## config.mk

```make
export PLATFORM = sky130hd
export DESIGN_NAME = iter_divider
export DESIGN_NICKNAME = d
export VERILOG_FILES = /design/src/rtl/div_pkg.sv /design/src/rtl/div_step.sv /design/src/rtl/iter_divider.sv
export SDC_FILE = /design/constraint.sdc
export NUM_CORES = 1
export LEC_CHECK = 0
export ABC_AREA = 1
export BUFFER_PORTS_ARGS = -buffer_cell sky130_fd_sc_hd__buf_4
export CORE_ASPECT_RATIO = 1.25
export CORE_MARGIN = 2
export CORE_UTILIZATION = 45
export CTS_CLUSTER_SIZE = 24
export DETAILED_ROUTE_END_ITERATION = 12
export PLACE_DENSITY = 0.65
export SLEW_MARGIN = 5
export SYNTH_ARGS = -nofsm -noshare
export SYNTH_HDL_FRONTEND = slang
export SYNTH_SLANG_ARGS = --single-unit
```

## constraint.sdc

```tcl
create_clock -name clk -period 11.5 [get_ports clk]
set_input_delay 2.875 -clock clk [delete_from_list [all_inputs] [get_ports clk]]
set_output_delay 2.875 -clock clk [all_outputs]
set_load 0.01 [all_outputs]
```

## src/rtl/div_pkg.sv

```systemverilog
// Shared types and sizing helpers for the iterative restoring divider.
package div_pkg;

    typedef enum logic [1:0] {
        S_IDLE = 2'd0,
        S_OP   = 2'd1,
        S_END  = 2'd2
    } state_t;

    localparam int DATA_W_DEF = 32;

    // Field offsets inside the {remainder, quotient} result word.
    localparam int QUO_LSB = 0;

    function automatic int rem_lsb(input int data_w);
        return data_w;
    endfunction

    function automatic int iter_of(input int data_w, input int bpc);
        return data_w / bpc;
    endfunction

    // Counter width; never below one bit so the register always exists.
    function automatic int cnt_w(input int iter);
        return (iter > 1) ? $clog2(iter) : 1;
    endfunction

endpackage

```

## src/rtl/div_step.sv

```systemverilog
// One combinational restoring-division step: shift in a dividend bit,
// subtract the divisor if it fits, report the quotient bit.
module div_step #(
    parameter int W = 32
) (
    input  logic [W:0]   rem_i,
    input  logic         bit_i,
    input  logic [W-1:0] dvs_i,
    output logic [W:0]   rem_o,
    output logic         q_o
);

    logic [W+1:0] sh;
    logic [W:0]   diff;

    // Shifted value is one bit wider than the remainder register so the compare never overflows.
    assign sh    = {rem_i, bit_i};
    assign q_o   = (sh >= {2'b00, dvs_i});
    assign diff  = sh[W:0] - {1'b0, dvs_i};
    assign rem_o = q_o ? diff : sh[W:0];

endmodule

```

## src/rtl/iter_divider.sv

```systemverilog
// Iterative restoring divider, BITS_PER_CYCLE quotient bits per clock.
// Optional macro DIV_SIGNED_EN adds the sign_op input for two's-complement division.
module iter_divider
    import div_pkg::*;
#(
    parameter int DATA_W         = DATA_W_DEF,
    parameter int BITS_PER_CYCLE = 4
) (
    input  logic                  clk,
    input  logic                  rst_n,
    input  logic                  in_valid,
    input  logic [DATA_W-1:0]     dividend,
    input  logic [DATA_W-1:0]     divisor,
`ifdef DIV_SIGNED_EN
    input  logic                  sign_op,
`endif
    output logic [2*DATA_W-1:0]   result,
    output logic                  out_valid,
    output logic                  stall
);

    localparam int W    = DATA_W;
    localparam int BPC  = BITS_PER_CYCLE;
    localparam int ITER = iter_of(DATA_W, BITS_PER_CYCLE);
    localparam int CW   = cnt_w(ITER);
    localparam int RLSB = rem_lsb(DATA_W);

    state_t            state_q;
    logic [CW-1:0]     cnt_q;
    logic [W-1:0]      dq_q;      // dividend shifts out the top, quotient fills the bottom
    logic [W-1:0]      dvs_q;
    logic [W:0]        rem_q;
    logic              qneg_q;
    logic              rneg_q;
    logic [2*W-1:0]    res_q;
    logic              ov_q;

    // Operand preparation: magnitudes and sign fixup flags.
    logic              dvd_neg, dvs_neg;
    logic [W-1:0]      dvd_mag, dvs_mag;

`ifdef DIV_SIGNED_EN
    assign dvd_neg = sign_op & dividend[W-1];
    assign dvs_neg = sign_op & divisor[W-1];
`else
    assign dvd_neg = 1'b0;
    assign dvs_neg = 1'b0;
`endif
    assign dvd_mag = dvd_neg ? -dividend : dividend;
    assign dvs_mag = dvs_neg ? -divisor  : divisor;

    // Step chain, MSB of the remaining dividend first.
    logic [BPC:0][W:0] rem_c;
    logic [BPC-1:0]    qb;
    logic [W-1:0]      dq_d;
    logic [W-1:0]      quo_f, rem_f;

    assign rem_c[0] = rem_q;

    for (genvar i = 0; i < BPC; i++) begin : g_step
        div_step #(.W(W)) u_step (
            .rem_i (rem_c[i]),
            .bit_i (dq_q[W-1-i]),
            .dvs_i (dvs_q),
            .rem_o (rem_c[i+1]),
            .q_o   (qb[BPC-1-i])
        );
    end

    assign dq_d  = {dq_q[W-BPC-1:0], qb};
    assign quo_f = qneg_q ? -dq_d : dq_d;
    assign rem_f = rneg_q ? -rem_c[BPC][W-1:0] : rem_c[BPC][W-1:0];

    // Control FSM and datapath registers; result latched on the last iteration edge.
    always_ff @(posedge clk) begin
        if (!rst_n) begin
            state_q <= S_IDLE;
            cnt_q   <= '0;
            dq_q    <= '0;
            dvs_q   <= '0;
            rem_q   <= '0;
            qneg_q  <= 1'b0;
            rneg_q  <= 1'b0;
            res_q   <= '0;
            ov_q    <= 1'b0;
        end else begin
            ov_q <= 1'b0;
            case (state_q)
                S_IDLE: begin
                    if (in_valid) begin
                        state_q <= S_OP;
                        cnt_q   <= '0;
                        dq_q    <= dvd_mag;
                        dvs_q   <= dvs_mag;
                        rem_q   <= '0;
                        // Divide by zero keeps the all-ones quotient un-negated.
                        qneg_q  <= (dvd_neg ^ dvs_neg) & (divisor != '0);
                        rneg_q  <= dvd_neg;
                    end
                end
                S_OP: begin
                    dq_q  <= dq_d;
                    rem_q <= rem_c[BPC];
                    cnt_q <= cnt_q + CW'(1);
                    if (cnt_q == CW'(ITER - 1)) begin
                        state_q <= S_END;
                        res_q[RLSB +: W]    <= rem_f;
                        res_q[QUO_LSB +: W] <= quo_f;
                        ov_q                <= 1'b1;
                    end
                end
                S_END:   state_q <= S_IDLE;
                default: state_q <= S_IDLE;
            endcase
        end
    end

    assign result    = res_q;
    assign out_valid = ov_q;
    assign stall     = (state_q == S_OP) | ((state_q == S_IDLE) & in_valid);

endmodule
```

; ---- Yosys cells after proc, flatten, opt, wreduce, memory -nomap -nowiden
; Cells that the tools add are included.
[word_totals]
regBits = 167
input_bits = 67
out_inout_bits = 66
wordCells = 43
[classes]
add_sub_neg = 5
magnitude_cmp = 4
n_eq_ne = 4
n_mux = 14
n_bitwise = 2
n_reduce_logical = 7
[ops]
columns = op, count
row1 = 33-bit two-way mux, 5
row2 = 34-bit by 32-bit greater-or-equal comparator with 1-bit output, 4
row3 = 33-bit by 32-bit subtractor with 33-bit output, 4
row4 = 33-bit one-hot mux with 2 select lines, 1
row5 = 32-bit one-hot mux with 2 select lines, 1
row6 = 32-bit two-way mux, 1
row7 = 2-bit AND reduction, 5
row8 = 3-bit one-hot mux with 2 select lines, 1
row9 = 2-bit two-way mux, 2
row10 = "2-bit != test, second input constant", 2
row11 = 2-bit one-hot mux with 2 select lines, 1
row12 = "3-bit by 1-bit adder with 3-bit output, second input constant", 1
row13 = "3-bit equality test, second input constant", 1
row14 = 3-bit two-way mux, 1
row15 = "2-bit by 1-bit equality test with 1-bit output, second input constant", 1
row16 = 2-bit logical NOT, 1
row17 = 2-bit nonzero test, 1
row18 = 1-bit bitwise AND, 1
row19 = 1-bit two-way mux, 1
row20 = 1-bit OR, 1

; ---- Logic depth before layout (Yosys ltp)
; Gate-level depths: netlist of the first run.
[logic_depth]
word_depth = 9
depth_mapped = 69
ltp_nobuf = 66

; ---- Modules after synthesis
; Synthesis of the first run repeated with hierarchy kept, for this count alone.
[hier_totals]
hier_cells = 3688
area_unflattened_um2 = 19536.2
[modules_own_cells]
columns = module, n_inst, cells_each, area_per_inst_um2, seq_area_each_um2
row1 = div_step (g_step[0].u_step ...), 3, 697, 3278.1, 0.0
row2 = iter_divider, 1, 898, 6428.7, 3343.2
row3 = div_step (g_step[1].u_step), 1, 699, 3273.1, 0.0

; ---- Worst setup path before layout of the first run
; Ideal clock, no wire load.
[synth_path]
kind = flip-flop to flip-flop
from = register dvs_q[1]
to = register rem_q[24]
setup_ps = 132
arrival_ps = 7981
required_time_ps = 11368
setup_slack_ps = 3387
path_stages_with_launch = 56
n_path_buf = 6
synth_period_minus_slack_ps = 8113
cell_sequence = dfxtp_1 inv_1 fa_1 nand3_1 nand3_1 nand2_1 nand3_2 nand2_2 nand2_2 buf_6 buf_2 or2_2 nand2_1 inv_1 ha_1 a21oi_1 nor2_1 a211oi_1 (+20 left out) buf_2 nand2_1 nand2_1 inv_1 ha_1 a21oi_1 o21ai_0 nor2_1 o21ai_0 nand3_1 a21oi_1 a311oi_1 nand2_2 nor2_8 buf_2 nand3_1 nand3_1 a21oi_1
[synth_between]
elab_chain_cells = 9
elab_cells_between_ends = 13
cone_classes = add/sub (4) / order compare (4) / mux (5)
[synth_rtl]
columns = element, line
row1 = from (decl), iter_divider.sv:31  ; logic [W-1:0] dvs_q;
row2 = from (signal assigned), iter_divider.sv:94  ; dvs_q <= dvs_mag;
row3 = 33-bit by 32-bit subtractor with 33-bit output / 34-bit by 32-bit greater-or-equal comparator with 1-bit output (equally long branches), "div_step.sv:19, div_step.sv:18"
row4 = 33-bit two-way mux, div_step.sv:20  ; assign rem_o = q_o ? diff : sh[W:0];
row5 = 33-bit by 32-bit subtractor with 33-bit output / 34-bit by 32-bit greater-or-equal comparator with 1-bit output (equally long branches), "div_step.sv:19, div_step.sv:18"
row6 = 33-bit two-way mux, div_step.sv:20
row7 = 33-bit by 32-bit subtractor with 33-bit output / 34-bit by 32-bit greater-or-equal comparator with 1-bit output (equally long branches), "div_step.sv:19, div_step.sv:18"
row8 = 33-bit two-way mux, div_step.sv:20
row9 = 33-bit by 32-bit subtractor with 33-bit output / 34-bit by 32-bit greater-or-equal comparator with 1-bit output (equally long branches), "div_step.sv:19, div_step.sv:18"
row10 = 33-bit two-way mux (*), div_step.sv:20
row11 = 33-bit one-hot mux with 2 select lines (*), iter_divider.sv:88  ; case (state_q)
row12 = to (signal assigned), iter_divider.sv:103  ; rem_q <= rem_c[BPC];
row13 = to (decl), iter_divider.sv:32  ; logic [W:0] rem_q;
; Mark *: on every way between the ends. The rest lies on a longest branch, timed or not.
; A chain may end at the register's enable or synchronous reset.

; ---- Final worst setup path of the first run
[layout_path]
from = register dvs_q[1]
to = register rem_q[11]
; The elaborated chain is that of the path after synthesis.

==> metrics.txt, run 1 <==
initial antenna violation count=0; CTS Sinks=167; TritonCTS clock tree=done; WHS Path Cells=2; CP arrival=11.08 ns; area growth from synthesis to layout=12.8%; count of final setup violators=0; Worst path max stage delay=0.54 ns; DR pass1 iterations=5; largest net degree at the start of global routing=71; GRT Residual Overflow=0; outcome=finished, final reports clean; antenna viol nets, final=0; Core Area=33,500 um^2; IO Port Bufs=132; R2R depth=52; Die ar.=35,400 um^2; drt via density=5.66; fin crit period=10.72 ns; share of post-route cells with drive strength above 1=0.0928; register bit total from synthesis=167; hold path startpoint=result[32]; Slew headroom=0.249; I/O Pins=133; final WL=63,200 um; crit path max-delay cell type=dfxtp_1; EDFF count, synth=0; DRT iter0 DRCs=1,675; max-slew violation count=0; critical path class=flop to flop; maximum fanout along the worst path=32; Syn Inst Count=2,514; f_max=93.3 MHz; total CTS buffers=17; mapped cell area=15,300 um^2; Syn Area/Cell=6.07 um^2; Seq/Total Area, Yosys=0.219; GRT Overall Usage=0.356; area share of the largest cell type after synthesis=0.219; initial cell density of the core=0.455; vias in the first global route=16,400; mean routed wirelength per cell=20.7 um; crit path launch type=flop; Setup Fix Bufs, Post-CTS=0; synth warn=0; DIE WIDTH=169 um; Max Root-Sink Buffers=2; largest area contributor in the netlist=dfxtp_1; FFs w/ async S/R, synth=0; num rows=75; hold buffers post-CTS=0; Final Hold Viols=0; gpl congestion=1.10; DR vias=17,300; crit path from=dvs_q[1]; CTS resizes=0; Slew @ Worst Pin=1.13 ns; crit end category=flop; Synth area leaders=dfxtp_1 22%, nand2_1 21%, ha_1 11%; setup TNS=0 ns; reg2reg start=dvs_q[1]; Nets=2,816; Hold Crit Class=flop to flop; Clk pin slew, worst setup/hold paths=0.07 ns; Cell variety after synth=50; Clk Latency, worst-skew pair=0.45 ns; CTS H-tree lvls=4; Crit path top cell by count=nand2_1; syn nets=2,715; WP data required=11.86 ns; first-pass GRT wire length=95,700 um; Top FF cell, synth=dfxtp_1; RSZ-0062 raised after global routing=no; Layout Skew=0.0246 ns; Max-Cap Viols=0; Post-DP HPWL=51,000 um; period utilization=0.932; DRC Markers=0; Root Buffer=clkbuf_16; die height=210 um
## cell families (layout without fill, tap and decap cells)
group,after synthesis,after routing,share of synthesized area
and+or+nand+nor,1242,1242,0.337
xor gates and xnor gates,101,101,0.0580
AOI/OAI and AO/OA,482,482,0.173
adders and majority gates,134,134,0.112
buffers and inverters,388,502,0.101
other,0,3,0
DFF,167,167,0.219
## critical path, delay by kind of cell (launching register included)
kind | cells | cell delay (ns)
AND/OR/NAND/NOR | 26 | 3.96
AO/OA/AOI/OAI | 14 | 2.91
adder cells (fa/ha/maj) | 4 | 1.61
buffers and inverters | 8 | 1.54
flip-flops | 1 | 0.54
## flip-flops by register name (all words and copies together) (netlist names)
| name | cells |
|---|---|
| cnt_q | 3 |
| dq_q | 32 |
| dvs_q | 32 |
| out_valid | 1 |
| rem_q | 33 |
| result | 64 |
| state_q | 2 |
## layout by cell type (no fill, tap or decap), types with 3 or more instances in the layout
master,Yosys,final
a211oi_1,5,5
a21boi_0,4,4
a21o_1,20,20
a21oi_1,195,195
a31oi_1,39,39
buf_4,6,163
clkbuf_16,0,17
clkinv_1,4,3
clkinv_4,0,3
dfxtp_1,167,167
diode_2,0,3
fa_1,4,4
ha_1,130,130
inv_1,295,295
inv_2,8,9
inv_6,0,4
nand2_1,841,841
nand2_2,7,7
nand2_4,5,5
nand3_1,167,167
nand3_2,3,3
nand3b_1,8,8
nand4_1,15,15
nor2_1,147,144
nor2_2,5,7
nor2_4,3,4
nor3_1,22,22
nor4_1,4,4
o211ai_1,5,5
o21a_1,5,5
o21ai_0,181,180
o21ai_1,3,4
o21bai_1,13,13
or2_2,9,9
xnor2_1,46,46
xor2_1,55,55
## cells in the mapped netlist, drive strengths merged, types with 13 or more instances
master  count
a21o       20
a21oi     197
a31oi      39
buf        30
clkbuf     51
dfxtp     167
ha        130
inv       303
nand2     853
nand3     170
nand4      16
nor2      156
nor3       22
o21ai     184
o21bai     13
xnor2      46
xor2       55
## path summary, 6_finish.rpt
check,endpoint,slack [ns]
min,result[32],0.46
min reg2reg,result[32],0.46
max reg2reg,rem_q[11],0.78
max,rem_q[11],0.78
## layer usage
layer	vias to the layer above	global-route usage	share of wire
met5	-	0	0
met2	670	0.611	0.48
met3	166	0.0537	0.065
met4	0	0.195	0.060
met1	8072	0.424	0.40
li1	8374	-	-
## layout make-up
| cell class | count | area [um^2] |
|---|---|---|
| Inverter | 307 | 1150 |
| Timing Repair Buffer | 163 | 1220 |
| Clock buffer | 19 | 433 |
| Clock inverter | 13 | 139 |
| Fill cell | 3577 | 16300 |
| Multi-Input combinational cell | 1959 | 10400 |
| Tap cell | 423 | 529 |
| Antenna cell | 3 | 7.51 |
| Sequential cell | 167 | 3340 |
## per-stage QoR
| stage | hold WS (ns) | utilization | instance area (um^2) | instances | setup WS (ns) |
|---|---|---|---|---|---|
| after global routing | 0.476 | 0.514 | 17200 | 3051 | 0.0254 |
| after detailed placement | 0.447 | 0.497 | 16600 | 3019 | 0.959 |
| final | 0.457 | 0.514 | 17200 | 3054 | 0.777 |
| after floorplan | 0.433 | - | 15300 | 2514 | 3.39 |
| after CTS | 0.459 | 0.514 | 17200 | 3051 | 0.949 |
| after global placement | 0.440 | 0.497 | 16600 | 3019 | 0.977 |
Power of run 1 is not shown: default switching activity piles up to over one toggle a cycle in this logic, so the estimate is an artifact.
==> inputs of run 2 (changes only) <==
- GPL_TIMING_DRIVEN: default -> 0
- PLACE_DENSITY: 0.65 -> 0.64
- SYNTH_HIERARCHICAL: default -> 1
- clock period: 11.5 -> 12.6 ns (I/O delays scaled with it)
==> run 2 against run 1 <==
Against the previous run:
- worst hold slack gained 0.010 ns
- register-to-register slack improved by 2.7 ns
- via count rose by 29%
- synthesized cell count grew 47%
- global-route usage fell by 1.6 points
- utilization decreased by 0.63 points
- final cell count is 45% higher
- critical path depth is 5 lower
- non-clock buffer count rose by 82
- die area is 27% higher
- critical path type unchanged
- synthesized area up 28%
==> metrics.txt, run 2 <==
outcome=finished, final reports clean; gpl congestion=0.999; most numerous cell in the Yosys netlist=nand2_1; compound-gate portion of the synthesized area=0.0427; Layout Skew=0.0100 ns; share of post-route cells with drive strength above 1=0.0781; die height=237 um; capturing point of the worst reg2reg path=rem_q[16]; vias in the first global route=20,400; FFs w/ async S/R, synth=0; I/O Pins=133; Hold Path End=result[22]; period utilization=0.722; f_max=110 MHz; initial cell density of the core=0.455; WP data required=12.91 ns; mapped cell area=19,500 um^2; Crit path top cell by count=nand2_1; IO Port Bufs=132; Top FF cell, synth=dfxtp_1; Syn Inst Count=3,688; DRC Markers=0; Place WS=3.79 ns; post-synthesis mux area share=0; Worst R2R Setup Slack=3.50 ns; DIE WIDTH=190 um; CTS resizes=0; crit end category=flop; xor/xnor cell area share of the yosys netlist=0.0269; first-pass GRT wire length=115,000 um; Critical Path Stages=47; largest area contributor in the netlist=nand2_1; Nets=4,040; initial antenna violation count=1; largest net degree at the start of global routing=17; synth warn=6; DRT iter0 DRCs=1,812; mean routed wirelength per cell=17.4 um; Slew @ Worst Pin=0.721 ns; Max-Cap Viols=0; most frequent cells in the layout=1,612 x nand2_1, 697 x inv_1, 279 x nor2_1, 218 x nand3_1, 167 x dfxtp_1; Clk Latency, worst-skew pair=0.46 ns; area share of the largest cell type after synthesis=0.310; post-synthesis adder-cell area fraction=0.0874; Slew headroom=0.519; CP arrival=9.41 ns; CTS Sinks=167; RSZ-0062 raised after global routing=no; fillers=4,974; most common cell after layout, fill and taps aside=nand2_1; buffers and inverters on the worst path=8; Cell variety after synth=34; total CTS buffers=17; number of flip-flops in the largest register=64; Seq/Total Area, Yosys=0.171; GRT Overall Usage=0.339; count of final setup violators=0; crit path from=dvs_q[0]; crit path max-delay cell type=dfxtp_1; Worst path max stage delay=0.67 ns; DR pass1 iterations=6; syn nets=3,889; final setup margin=3.50 ns; WHS Path Cells=2; DR vias=22,200; hold buffers post-CTS=0; reg2reg start=dvs_q[0]; TritonCTS clock tree=done; post-synthesis simple-gate area fraction=0.504; critical path's top delay family=simple AND/OR/NAND/NOR gates; CTS H-tree lvls=4; largest family of logic cells by synthesized area=simple AND/OR/NAND/NOR gates; register bit total from synthesis=167; max-slew violation count=0; GRT Residual Overflow=0; Post-DP HPWL=63,800 um; Core Area=43,000 um^2; R2R depth=47; Final Hold Viols=0; Clk pin slew, worst setup/hold paths=0.07 ns; Synth area leaders=nand2_1 31%, dfxtp_1 17%, inv_1 13%; critical path class=flop to flop; fin crit period=9.10 ns; Setup Fix Bufs, Post-CTS=0; EDFF count, synth=0; drt via density=5.03; antenna viol nets, final=0; Die ar.=45,100 um^2; crit path launch type=flop; Root Buffer=clkbuf_16; Hold Crit Class=flop to flop; Layout Utilization=0.508; setup TNS=0 ns; Syn Area/Cell=5.30 um^2; num rows=85; hold path startpoint=dq_q[18]; final WL=77,000 um; Commonest cells post-synth=1,612 x nand2_1, 697 x inv_1, 279 x nor2_1; area growth from synthesis to layout=11.6%; maximum fanout along the worst path=11; Max Root-Sink Buffers=2
==> run 2: changes by cell type after synthesis, moves of 15 or more <==
cell,delta
xnor2_1,-46
inv_1,+402
a21oi_1,-80
o21ai_0,-147
and2_1,+15
nand3_1,+51
buf_2,+35
clkbuf_1,-27
a21o_1,-17
nand4_1,+125
nand2_1,+771
nor2_1,+132
a31oi_1,-39
==> run 2: cell type report <==
cell class | instances | area, um^2 | area share
Antenna cell | 2 | 5.00 | 0.000229
Timing Repair Buffer | 132 | 991 | 0.0454
Multi-Input combinational cell | 2705 | 12900 | 0.592
Inverter | 703 | 2640 | 0.121
Clock inverter | 12 | 114 | 0.00522
Tap cell | 565 | 707 | 0.0324
Buffer | 113 | 644 | 0.0295
Clock buffer | 20 | 457 | 0.0209
Sequential cell | 167 | 3340 | 0.153
==> run 2: worst min-delay path, stage by stage, from the launching register on <==
cell,delay (ns)
dfxtp_1,0.33
nand2_1,0.06
nand2_1,0.04
==> run 2: logic make-up (layout without fill, tap and decap cells) <==
group	after synthesis	after routing
fa+ha+maj	134	134
buf+inv	816	980
flops	167	167
xor+xnor	60	60
simple gates	2349	2349
compound gates	162	162
other cells	0	2
==> run 2: how the worst max path moves through the flow <==
stage	end	slack, ns
after global placement	rem_q[23]	3.71
after CTS	rem_q[16]	3.73
after global routing	rem_q[16]	3.09
final	rem_q[16]	3.50
after detailed placement	rem_q[27]	3.79
after floorplan	stall	5.78
==> run 2: routing by layer <==
metal	vias up	global-route usage	part of all wire
li1	11500	-	-
met1	9764	0.423	0.42
met2	769	0.559	0.45
met3	180	0.0403	0.062
met4	2	0.203	0.066
met5	-	0	0.00017
==> run 2: metrics by stage <==
step	instance area (um^2)	cells	hold slack [ns]
floorplan	19500	3688	0.438
global placement	21200	4385	0.455
detailed placement	21200	4385	0.450
CTS	21800	4417	0.466
global route	21800	4417	0.485
finish	21800	4419	0.467
Power of run 2 is left out for the same reason.
